`config.mk`:
```
export PLATFORM = sky130hd
export DESIGN_NAME = hamming_dec_engine_flat
export DESIGN_NICKNAME = d
export VERILOG_FILES = /design/src/rtl/hamming_dec_engine_pkg.sv /design/src/rtl/hamming_dec_engine_if.sv /design/src/rtl/hamming_dec_engine_secded_fix.sv /design/src/rtl/hamming_dec_engine.sv /design/src/flat_wrapper.sv
export SDC_FILE = /design/constraint.sdc
export NUM_CORES = 1
export LEC_CHECK = 0
export BUFFER_PORTS_ARGS = -buffer_cell sky130_fd_sc_hd__buf_4
export CORE_MARGIN = 2
export CORE_UTILIZATION = 30
export CTS_BUF_LIST = sky130_fd_sc_hd__clkbuf_4
export DETAILED_ROUTE_END_ITERATION = 16
export SLEW_MARGIN = 30
export SYNTH_ARGS = -nofsm -noshare
export SYNTH_HDL_FRONTEND = slang
export SYNTH_SLANG_ARGS = --single-unit
```
`constraint.sdc`:
```
create_clock -name clk -period 3.1 [get_ports clk]
set_input_delay 0.31 -clock clk [delete_from_list [all_inputs] [get_ports clk]]
set_output_delay 0.31 -clock clk [all_outputs]
set_load 0.03 [all_outputs]
```
`src/rtl/hamming_dec_engine_pkg.sv`:
```
// hamming_pkg: shared types and default parameters for the SECDED (16,11)
// decoder engine.
//   dec_state_t : engine FSM states
//   dec_flag_t  : per-word decode status written into the high output byte
//   DEF_*       : default memory layout and run length
package hamming_pkg;

  typedef enum logic [2:0] {
    IDLE  = 3'd0,
    RD_LO = 3'd1,
    RD_HI = 3'd2,
    WR_LO = 3'd3,
    WR_HI = 3'd4,
    DONE  = 3'd5
  } dec_state_t;

  typedef enum logic [1:0] {
    NO_ERR  = 2'b00,
    ONE_FIX = 2'b01,
    TWO_ERR = 2'b10
  } dec_flag_t;

  localparam int DEF_SRC_BASE  = 30;
  localparam int DEF_DST_BASE  = 0;
  localparam int DEF_NUM_WORDS = 15;

endpackage

```
`src/rtl/hamming_dec_engine_if.sv`:
```
// hamming_dec_engine_if: control handshake plus the single-port data-memory
// bus shared with the core.
//   start     : single-cycle run request
//   done      : run complete, held until the next accepted start
//   mem_addr  : byte address
//   mem_we    : write strobe, committed at the rising edge
//   mem_wdata : write data
//   mem_rdata : asynchronous read data for mem_addr
// master = decoder engine, slave = memory / system side.
interface hamming_dec_engine_if #(
  parameter int AW = 8
);
  logic          start;
  logic          done;
  logic [AW-1:0] mem_addr;
  logic          mem_we;
  logic [7:0]    mem_wdata;
  logic [7:0]    mem_rdata;

  modport master (
    input  start, mem_rdata,
    output done, mem_addr, mem_we, mem_wdata
  );

  modport slave (
    output start, mem_rdata,
    input  done, mem_addr, mem_we, mem_wdata
  );
endinterface

```
`src/rtl/hamming_dec_engine_secded_fix.sv`:
```
// secded_fix: purely combinational SECDED (16,11) decode of one codeword.
//   cw   : codeword, bit k is Hamming position k, bit 0 is overall parity
//   data : 11-bit message d11..d1 (corrected when a single error is found)
//   flag : NO_ERR / ONE_FIX / TWO_ERR
module secded_fix
  import hamming_pkg::*;
(
  input  logic [15:0] cw,
  output logic [10:0] data,
  output dec_flag_t   flag
);

  logic [3:0]  syn;
  logic        par;
  logic [15:0] fixed;

  always_comb begin
    syn = '0;
    for (int k = 1; k < 16; k++) begin
      if (cw[k]) syn = syn ^ 4'(k);
    end
    par   = ^cw;
    fixed = cw;
    flag  = NO_ERR;
    if (syn != 4'd0 && par) begin
      fixed[syn] = ~cw[syn];
      flag       = ONE_FIX;
    end else if (syn == 4'd0 && par) begin
      // only p0 flipped; message bits are intact
      flag = ONE_FIX;
    end else if (syn != 4'd0) begin
      flag = TWO_ERR;
    end
    // data bits live at the non-power-of-two positions
    data = {fixed[15:9], fixed[7:5], fixed[3]};
  end

endmodule

```
`src/rtl/hamming_dec_engine.sv`:
```
// hamming_dec_engine: autonomous SECDED decoder acting as a data-memory
// master. On start it reads NUM_WORDS two-byte codewords from SRC_BASE,
// decodes each one and writes {flag, 3'b0, d11..d9} / d8..d1 to DST_BASE.
//   clk   : single clock
//   reset : asynchronous, active-low
//   bus   : start/done handshake and memory port (master side)
//
// state | meaning
// IDLE  | waiting for start after reset
// RD_LO | reading low codeword byte at SRC_BASE+ws
// RD_HI | reading high codeword byte at SRC_BASE+ws+1
// WR_LO | writing low output byte at DST_BASE+ws
// WR_HI | writing high output byte at DST_BASE+ws+1
// DONE  | run finished, done high, waiting for start
module hamming_dec_engine
  import hamming_pkg::*;
#(
  parameter int SRC_BASE  = DEF_SRC_BASE,
  parameter int DST_BASE  = DEF_DST_BASE,
  parameter int NUM_WORDS = DEF_NUM_WORDS,
  parameter int AW        = 8
) (
  input  logic                  clk,
  input  logic                  reset,
  hamming_dec_engine_if.master  bus
);

  localparam int            IDX_W  = 7;
  localparam logic [AW-1:0] SRC_A  = AW'(SRC_BASE);
  localparam logic [AW-1:0] DST_A  = AW'(DST_BASE);
  localparam logic [IDX_W-1:0] LAST_IDX = IDX_W'(NUM_WORDS - 1);

  dec_state_t       state, state_nxt;
  logic [IDX_W-1:0] idx;
  logic [AW-1:0]    ws;
  logic             last;
  logic [7:0]       lo_byte, hi_byte;
  logic [10:0]      dec_data;
  dec_flag_t        dec_flag;
  logic [7:0]       out_lo, out_hi;

  assign ws   = AW'({idx, 1'b0});
  assign last = (idx == LAST_IDX);

  secded_fix u_fix (
    .cw   ({hi_byte, lo_byte}),
    .data (dec_data),
    .flag (dec_flag)
  );

  assign out_lo = dec_data[7:0];
  assign out_hi = {dec_flag, 3'b000, dec_data[10:8]};

  always_ff @(posedge clk or negedge reset) begin
    if (!reset) state <= IDLE;
    else        state <= state_nxt;
  end

  always_comb begin
    state_nxt = state;
    unique case (state)
      IDLE, DONE: if (bus.start) state_nxt = RD_LO;
      RD_LO:      state_nxt = RD_HI;
      RD_HI:      state_nxt = WR_LO;
      WR_LO:      state_nxt = WR_HI;
      WR_HI:      state_nxt = last ? DONE : RD_LO;
      default:    state_nxt = IDLE;
    endcase
  end

  always_comb begin
    bus.mem_addr  = '0;
    bus.mem_we    = 1'b0;
    bus.mem_wdata = '0;
    bus.done      = 1'b0;
    unique case (state)
      RD_LO: bus.mem_addr = SRC_A + ws;
      RD_HI: bus.mem_addr = SRC_A + ws + AW'(1);
      WR_LO: begin
        bus.mem_addr  = DST_A + ws;
        bus.mem_we    = 1'b1;
        bus.mem_wdata = out_lo;
      end
      WR_HI: begin
        bus.mem_addr  = DST_A + ws + AW'(1);
        bus.mem_we    = 1'b1;
        bus.mem_wdata = out_hi;
      end
      DONE:    bus.done = 1'b1;
      default: ;
    endcase
  end

  // word index and codeword byte latches
  always_ff @(posedge clk or negedge reset) begin
    if (!reset) begin
      idx     <= '0;
      lo_byte <= '0;
      hi_byte <= '0;
    end else begin
      unique case (state)
        IDLE, DONE: if (bus.start) idx <= '0;
        RD_LO:      lo_byte <= bus.mem_rdata;
        RD_HI:      hi_byte <= bus.mem_rdata;
        WR_HI:      if (!last) idx <= idx + IDX_W'(1);
        default:    ;
      endcase
    end
  end

endmodule
```
`src/flat_wrapper.sv`:
```
// flat-port wrapper written by rule: the top's interface ports become plain ports
module hamming_dec_engine_flat import hamming_pkg::*;
#(
  parameter int SRC_BASE  = DEF_SRC_BASE,
  parameter int DST_BASE  = DEF_DST_BASE,
  parameter int NUM_WORDS = DEF_NUM_WORDS,
  parameter int AW        = 8
)
  (clk, reset, bus_start, bus_mem_rdata, bus_done, bus_mem_addr, bus_mem_we, bus_mem_wdata);
  hamming_dec_engine_if #(.AW(AW)) bus_i ();
  input  logic clk;
  input  logic reset;
  input wire logic [$bits(bus_i.start)-1:0] bus_start;
  input wire logic [$bits(bus_i.mem_rdata)-1:0] bus_mem_rdata;
  output wire logic [$bits(bus_i.done)-1:0] bus_done;
  output wire logic [$bits(bus_i.mem_addr)-1:0] bus_mem_addr;
  output wire logic [$bits(bus_i.mem_we)-1:0] bus_mem_we;
  output wire logic [$bits(bus_i.mem_wdata)-1:0] bus_mem_wdata;
  assign bus_i.start = bus_start;
  assign bus_i.mem_rdata = bus_mem_rdata;
  assign bus_done = bus_i.done;
  assign bus_mem_addr = bus_i.mem_addr;
  assign bus_mem_we = bus_i.mem_we;
  assign bus_mem_wdata = bus_i.mem_wdata;
  hamming_dec_engine #(.SRC_BASE(SRC_BASE), .DST_BASE(DST_BASE), .NUM_WORDS(NUM_WORDS), .AW(AW)) u_core (.clk(clk), .reset(reset), .bus(bus_i));
endmodule
```
==> out/summary.txt <==
critical setup path kind - register to primary output
CTS buffer count - 3
# IOs - 29
Pins Over Slew Limit - 0
synthesis-to-finish area growth - 25.3%
Detail Route Antenna Nets - 0
CP arrival - 2770 ps
Final Cell Area - 2760 sq um
outcome - finished clean
vias per inst - 5.10
drt first pass iters - 4
Die X - 89.7 um
Clock Latency Late Sink - 310 ps
CTS clk-pin slew, worst paths - 140 ps
synthesized area per cell - 9.15 sq um
final cell count without fillers - 375
clk_skew - 9.64 ps
number of global-route vias before repair - 1803
antenna cells - 0
Critical Path RT - 2790 ps
Max IR drop VDD - 0.151 mV
Core ar. - 7180 sq um
final net count - 291
Top FF cell, synth - dfrtp_1
RSZ-0062 raised after global routing - yes
Clock Tree Root - clkbuf_4
area of the mapped netlist - 2200 sq um
worst hold path class - input port to register
Die ar. - 8050 sq um
WHS - 204 ps
setup slack at placement - 172 ps
# DRC - 0
CP max FO - 6
Mapped Cells - 241
max_slew headroom - 69.0%
Overflow after GRT - 0
layout cells sized above 1 - 35.1%
Initial Utilization - 30.7%
Vias - 1911
count of state elements after synthesis - 26
Clock Sinks - 26
EDFF count, synth - 0
drt wl/cell - 14.6 um
sequential element share of the synthesized area - 29.5%
row count - 31
Cell Area, Placed - 2530 sq um
post-route setup slack - 15.3 ps
DR iter-0 viols - 92
placed cell count - 361
max-cap violations - 0
Yosys cell types - 49
first-pass GRT wire length - 9.02 mm
Clock Tree Buf Depth - 2
FFs w/ async S/R, synth - 100%
DRT Wirelength - 5.48 mm
Max Freq - 324 MHz
Mapped Nets - 255
DP Wirelength - 4.02 mm
PortBufs - 28
PwrDens - 389 nW/um^2
Final Critical Period - 3080 ps
Fin. Hold Viols - 0
GPL Wtd Cong - 0.871
Final Setup Violations - 0
actual slew at the worst max-slew pin - 463 ps
CTS tree - yes
initial antenna violation count - 0
LEAKAGE - 1.12 nW
gr usage total - 13.3%
Die Height - 89.7 um
crit path capture type - primary output
H-tree lvl count - 1
largest net degree at the start of global routing - 27
fin crit share - 99.5%
Critical Path Start Type - register
Synth warnings - 0
filler instances - 718
## stage by stage
stage / setup TNS, ps / utilization (%) / total power [W]
after floorplan: -36.4 / - / 0.000759
after global placement: 0 / 35.2 / 0.000860
after detailed placement: 0 / 35.2 / 0.000859
after CTS: 0 / 36.3 / 0.00103
after global routing: -811 / 38.5 / 0.00114
final: 0 / 38.5 / 0.00107
## logic make-up (layout without fill, tap and decap cells)
logic type      after synthesis  in the layout  synth area share (%)
simple gates                 82             82                  18.3
fa+ha+maj                     4              4                  2.16
compound gates               57             57                  16.2
mux                          24             24                  12.9
buf+inv                      20             55                  3.97
flops                        26             26                  29.5
xor+xnor                     28             28                  16.9
## sequential cells by signal, indices dropped and copies added, names as in the netlist
| signal | count |
|---|---|
| u_core.state | 3 |
| u_core.hi_byte | 8 |
| u_core.lo_byte | 8 |
| u_core.idx | 7 |
## Yosys cell counts, drive strengths merged (2+ instances only)
master | n | share of area (%)
o22ai | 7 | 2.0
nand2b | 2 | 0.57
buf | 4 | 1.2
o21ai | 22 | 5.2
clkbuf | 10 | 1.7
a21oi | 4 | 0.91
o22a | 2 | 0.79
mux2i | 7 | 3.2
nor2b | 3 | 0.85
inv | 6 | 1.0
xor2 | 6 | 3.9
nor3b | 3 | 1.0
or2 | 2 | 0.57
ha | 3 | 1.7
o211ai | 2 | 0.68
a21boi | 2 | 0.68
mux4 | 2 | 2.0
and2 | 4 | 1.2
nor2 | 13 | 2.2
a31oi | 7 | 2.0
nor3 | 2 | 0.68
nand2 | 32 | 5.4
nand3b | 3 | 1.0
nand3 | 9 | 2.0
dfrtp | 26 | 30
xnor2 | 21 | 12
o31ai | 6 | 2.0
and3 | 6 | 1.7
mux2 | 15 | 7.7
## cell usage in the layout, fill, tap and decap left out, drive strengths merged, types with 3 or more instances in the layout
cell / netlist / routed
a21oi: 4 / 4
a31oi: 7 / 7
and2: 4 / 4
and3: 6 / 6
buf: 4 / 44
clkbuf: 10 / 3
dfrtp: 26 / 26
ha: 3 / 3
inv: 6 / 6
mux2: 15 / 15
mux2i: 7 / 7
nand2: 32 / 32
nand3: 9 / 9
nand3b: 3 / 3
nor2: 13 / 13
nor2b: 3 / 3
nor3b: 3 / 3
o21ai: 22 / 22
o22ai: 7 / 7
o31ai: 6 / 6
xnor2: 21 / 21
xor2: 6 / 6
## final cells by class
class | count | area [sq um] | area share, %
flip-flops and latches | 26 | 658 | 23.8
well taps | 99 | 124 | 4.48
clock buffers | 3 | 22.5 | 0.815
multi-input cells | 195 | 1590 | 57.5
repair buffers | 45 | 344 | 12.5
clock inverters | 1 | 3.75 | 0.136
inverters | 6 | 22.5 | 0.815
## layer usage
layer | vias up | GRT usage, % | share of wire [%]
li1 | 931 | - | -
met1 | 909 | 17.9 | 44
met2 | 57 | 22.8 | 48
met3 | 14 | 1.76 | 4.4
met4 | 0 | 3.21 | 2.8
met5 | - | 0 | 0
## path summary, 6_finish.rpt
path	endpoint	cells after the start	slack [ps]	from
min reg2reg	u_core.idx[6]$_DFFE_PN0P_	1	570	u_core.idx[6]$_DFFE_PN0P_
max	bus_mem_wdata[0]	8	20	u_core.hi_byte[3]$_DFFE_PN0P_
max reg2reg	u_core.idx[5]$_DFFE_PN0P_	6	930	u_core.state[1]$_DFFE_PN0P_
max in group asynchronous	u_core.hi_byte[3]$_DFFE_PN0P_	2	2400	reset
min in group asynchronous	u_core.idx[0]$_DFFE_PN0P_	2	410	reset
min	u_core.hi_byte[6]$_DFFE_PN0P_	3	200	bus_mem_rdata[6]
## what timing repair did
action                                  CTS  global route
hold buffers                              1             0
hold endpoints to repair                 26             0
endpoints found under the setup margin    5             8
setup buffers                             4             5
pin swaps                                 2             8
resized for setup                         5            18
## worst max-delay path: stages (launching register included)
cell     delay, ps
dfrtp_2        490
xor2_4         210
xnor3_2        500
xnor2_4        270
mux2i_1        230
mux2i_1         90
a22o_2         300
o31ai_2        180
buf_4          190
## power by group
part           switching (W)  internal, W  total (W)
sequential         0.0000219     0.000350   0.000372
combinational       0.000288     0.000272   0.000560
clock              0.0000957    0.0000470   0.000143
(Power assumes the default switching activity.)
